[src/rtl/angle_reducer.sv]
// Sine/cosine argument reducer: folds any 32-bit angle into the first quadrant,
// drives an external LUT, and returns the sign-corrected result.
module angle_reducer #(
  parameter logic [31:0] FULL_TURN = 32'd360
) (
  input  logic        clk,
  input  logic        rst_n,
  input  logic        in_valid,
  output logic        in_ready,
  input  logic        op_in,
  input  logic [31:0] angle_in,
  output logic        lut_op,
  output logic [31:0] lut_angle,
  input  logic [31:0] lut_value,
  output logic        out_valid,
  input  logic        out_ready,
  output logic [31:0] result
);
  localparam logic [31:0] T4  = FULL_TURN >> 2;
  localparam logic [31:0] T2  = FULL_TURN >> 1;
  localparam logic [31:0] T34 = T2 + T4;

  typedef enum logic [2:0] {IDLE, REDUCE, MAP, LOOKUP, DONE} state_t;
  state_t state, state_nx;

  logic        op_q;
  logic        neg;
  logic [4:0]  cnt;
  logic [31:0] dvd, rem, rem_sh, rem_nx;
  logic [31:0] map_angle;
  logic [1:0]  quad;
  logic        map_neg;

  always_comb begin
    state_nx = state;
    case (state)
      IDLE:    if (in_valid) state_nx = REDUCE;
      REDUCE:  if (cnt == 5'd31) state_nx = MAP;
      MAP:     state_nx = LOOKUP;
      LOOKUP:  state_nx = DONE;
      DONE:    if (out_valid && out_ready) state_nx = IDLE;
      default: state_nx = IDLE;
    endcase
  end

  assign in_ready = (state == IDLE);

  // Remainder stays below FULL_TURN < 2^31, so the shifted value fits in 32 bits.
  assign rem_sh = {rem[30:0], dvd[31]};
  assign rem_nx = (rem_sh >= FULL_TURN) ? rem_sh - FULL_TURN : rem_sh;

  always_comb begin
    map_angle = rem;
    quad      = 2'd0;
    if (rem <= T4) begin
      map_angle = rem;
      quad      = 2'd0;
    end else if (rem <= T2) begin
      map_angle = T2 - rem;
      quad      = 2'd1;
    end else if (rem <= T34) begin
      map_angle = rem - T2;
      quad      = 2'd2;
    end else begin
      map_angle = FULL_TURN - rem;
      quad      = 2'd3;
    end
  end

  // Sine is negative in Q2/Q3, cosine in Q1/Q2.
  assign map_neg = op_q ? quad[1] : (quad[1] ^ quad[0]);

  always_ff @(posedge clk or negedge rst_n) begin
    if (!rst_n) begin
      state     <= IDLE;
      op_q      <= 1'b0;
      neg       <= 1'b0;
      cnt       <= '0;
      dvd       <= '0;
      rem       <= '0;
      lut_op    <= 1'b0;
      lut_angle <= '0;
      result    <= '0;
      out_valid <= 1'b0;
    end else begin
      state <= state_nx;
      case (state)
        IDLE: if (in_valid) begin
          op_q <= op_in;
          dvd  <= angle_in;
          rem  <= '0;
          cnt  <= '0;
        end
        REDUCE: begin
          rem <= rem_nx;
          dvd <= {dvd[30:0], 1'b0};
          cnt <= cnt + 5'd1;
        end
        MAP: begin
          lut_angle <= map_angle;
          lut_op    <= op_q;
          neg       <= map_neg;
        end
        LOOKUP: result <= neg ? 32'd0 - lut_value : lut_value;
        // out_valid is registered off DONE, so it rises one edge after entry.
        DONE: out_valid <= !(out_valid && out_ready);
        default: ;
      endcase
    end
  end
endmodule

[config.mk]
export PLATFORM = sky130hd
export DESIGN_NAME = angle_reducer
export DESIGN_NICKNAME = d
export VERILOG_FILES = /design/src/rtl/angle_reducer.sv
export SDC_FILE = /design/constraint.sdc
export NUM_CORES = 1
export LEC_CHECK = 0
export ABC_AREA = 0
export CORE_ASPECT_RATIO = 0.7
export CORE_UTILIZATION = 30
export CTS_BUF_LIST = sky130_fd_sc_hd__clkbuf_8
export CTS_CLUSTER_DIAMETER = 60
export DETAILED_ROUTE_END_ITERATION = 12
export PLACE_DENSITY = 0.63
export SLEW_MARGIN = 30
export SYNTH_ARGS = -nofsm -noshare
export SYNTH_HDL_FRONTEND = slang
export SYNTH_SLANG_ARGS = --single-unit
export TNS_END_PERCENT = 30
[constraint.sdc]
create_clock -name clk -period 2.85 [get_ports clk]
set_clock_uncertainty 0.05 [all_clocks]
set_input_delay 0.57 -clock clk [delete_from_list [all_inputs] [get_ports clk]]
set_output_delay 0.57 -clock clk [all_outputs]
set_load 0.02 [all_outputs]
==> run metrics <==
outcome=completed; fin nets=around 1200; GRT Total Usage=about a fifth; DR vias=7589; critical path capture point=lut_angle[2]; WP depth=9; Starting Density=a little under a third; CP Cell Sequence=buf_4, nor4_4, nand3_2, or4_4, and2_2, buf_4, a211oi_2, xnor2_1, o21ai_1; vias in the first global route=7360; P&R area growth vs syn=38.01%; Mapped Nets=around 990; FMAX=roughly 0.36 GHz; startpoint types=flip-flop; commonest non-fill, non-tap cells in the layout=140 x dfrtp_1, 134 x nand2_1, 134 x clkdlybuf4s50_1; most common cell after layout, fill and taps aside=dfrtp_1; simple-gate share of the synthesized area=a little under a quarter; CTS Buf Count=17; ant diodes=0; Critical path origin=rem[25]; Setup CP Type=flip-flop to flip-flop; CP endpoint kind=flip-flop; Core Area=between 20000 and 30000 µm²; RSZ-0062 raised after global routing=false; period utilization=around 97%; mux cell area share after synthesis=less than 1%; final setup margin=0.08258 ns; CTS tree=done; final core occ=between 40% and 50%; area of the die=~27000 µm²; initial antenna violation count=0; layout cells sized above 1=around 17%; pwr dens=approximately 1000 nW/µm²; Tmin final=approximately 2.8 ns; # DRC=0; sequential share of the synthesized area=~44%; Worst R2R Start=rem[25]; Power Total=roughly 0.011 W; Post-DRT Antenna Nets=0; Most Frequent Cell on Critical Path=buf_4; Final Wtd Congestion=between 0.9 and 1; I/O Buffers=between 100 and 150; Synth async-reset ratio=between 90% and 100%; r2r endpoint=lut_angle[2]; first-pass GRT wire length=41630 µm; r2r setup slk=roughly 0.083 ns; dpl ws=-0.3628 ns; Synth Area in Compound Gates=about a fifth; Post-Route WL=roughly 26000 µm; Worst Reg-to-Reg Cells=9; Core Rows=between 40 and 50; Crit Path Max Fanout=6; initial detailed-routing violation count=just under 700; synthesized area=7934 µm²; Post-synth top flop=dfrtp_1; Die Y=about 140 µm; Buf/Inv on CP=2; design area=10950 µm²; slowest CP cell=or4_4; Die W=196.4 µm; Least-Margin Pin Slew=approximately 0.93 ns; syn avg cell area=roughly 8.7 µm²; largest net degree at the start of global routing=66; Yosys reg bits=between 100 and 150; H-tree depth=4; Largest delay share family, worst path=simple AND/OR/NAND/NOR gates; worst skew pair latency=approximately 0.48 ns; Setup TNS Final=0 ns; total grt overflow=0; CTS clk-pin slew, worst paths=approximately 0.090 ns; EDFF count, synth=0; XOR/XNOR Fraction of Synth Area=slightly below 8%; DP Area=about 10000 µm²; CTS Buffer Depth=2; Via density=5.069; dpl hpwl=approximately 19000 µm; Post-Synthesis Cells=915; CP peak stage delay=between 0.6 and 0.7 ns; # Max-Cap Violations=0; Critical Path RT=roughly 3.1 ns; Pleak=roughly 4.6 nW; Sink Count=140; final hold vios=0; HP Class=flip-flop to flip-flop; largest family of logic cells by synthesized area=simple AND/OR/NAND/NOR gates; worst rel slew slack=between 30% and 40%; highest ir drop seen on vdd=0.4225 mV; Avg WL per Cell=17.56 µm; WHS Path Cells=2; Synth cell types=71; Root Buffer=clkbuf_8; # IOs=~140; Arrival @ worst endpoint=~3.1 ns; Max Slew Vio Count=0; Adder-Cell Fraction of Synth Area=roughly 1.4%; drt pass-1 iters=5; Syn. warnings=0; # setup viols final=0
final cells by class:
type,instances,area [µm²]
inverters,11,41.29
well taps,357,446.7
clock inverters,12,185.2
flip-flops and latches,140,3503
fillers,2598,14860
repair buffers,260,2331
clock buffers,20,275.3
multi-input cells,697,4167
kinds of logic (layout without fill, tap and decap cells):
logic type / after synthesis / after routing
AO/OA/AOI/OAI: 243 / 243
XOR/XNOR: 70 / 70
multiplexers: 5 / 5
flip-flops: 140 / 140
AND/OR/NAND/NOR: 369 / 370
adder cells (fa/ha/maj): 9 / 9
buffers and inverters: 79 / 303
synth_stat cells (6+ instances only):
master,number,area share (%)
nand3_1,19,1.2
xor2_1,44,4.9
nor2_1,111,5.3
clkbuf_1,48,2.3
dfrtp_1,140,44
nand2_1,136,6.4
nor3_1,17,1.1
nand4_1,6,0.47
nor4_1,11,0.87
o31ai_1,16,1.5
or4_1,8,0.76
inv_1,11,0.52
xnor2_1,26,2.9
o22ai_1,39,3.1
ha_1,9,1.4
or3_1,9,0.71
a21oi_1,28,1.8
o21ai_0,101,6.4
buf_2,14,0.88
a21o_1,6,0.57
and3_1,10,0.79
metal layers:
layer	wire length [µm]	track usage, %	vias up
li1	-	-	3674
met1	13510	29.70	3624
met2	10740	27.58	270
met3	1783	4.928	21
met4	257	5.016	0
met5	0	0	-
worst min path at each step:
stage,start,to
finish,lut_angle[8],lut_angle[8]
global route,lut_angle[23],lut_angle[23]
CTS,lut_angle[8],lut_angle[8]
detailed placement,lut_angle[8],lut_angle[8]
global placement,lut_angle[8],lut_angle[8]
floorplan,rst_n,cnt[0]
report_power, final:
part | internal (W) | total (W) | switching [W]
sequential | 0.00281 | 0.00345 | 0.000642
combinational | 0.00250 | 0.00567 | 0.00317
clock | 0.00103 | 0.00190 | 0.000862
total | 0.00634 | 0.0110 | 0.00467
per-stage QoR:
step	hold WS (ns)	cells
global route	0.4571	1497
finish	0.4262	1497
global placement	0.4019	1458
detailed placement	0.4153	1458
floorplan	0.2244	915
CTS	0.4359	1491
flip-flops by register name, summed over array words and instances (netlist names), 3 cells and up:
name and count:
state 3, lut_angle 32, result 32, rem 32, cnt 5, dvd 32
worst reg2reg max path: cells and delay by family (launching register included):
family	cells	cell delay (ns)
buffers and inverters	2	0.30
AO/OA/AOI/OAI	2	0.29
flip-flops	1	0.42
AND/OR/NAND/NOR	4	1.41
XOR/XNOR	1	0.16
what timing repair did:
item / in CTS / in global routing
endpoints found under the setup margin: 3 / 13
hold buffers: 1 / 0
cloned: 0 / 1
gates resized for setup: 3 / 12
pin swaps: 0 / 5
endpoints found under the hold margin: 38 / 0
buffers inserted: 0 / 5
Power figures use the tool's default switching activity.
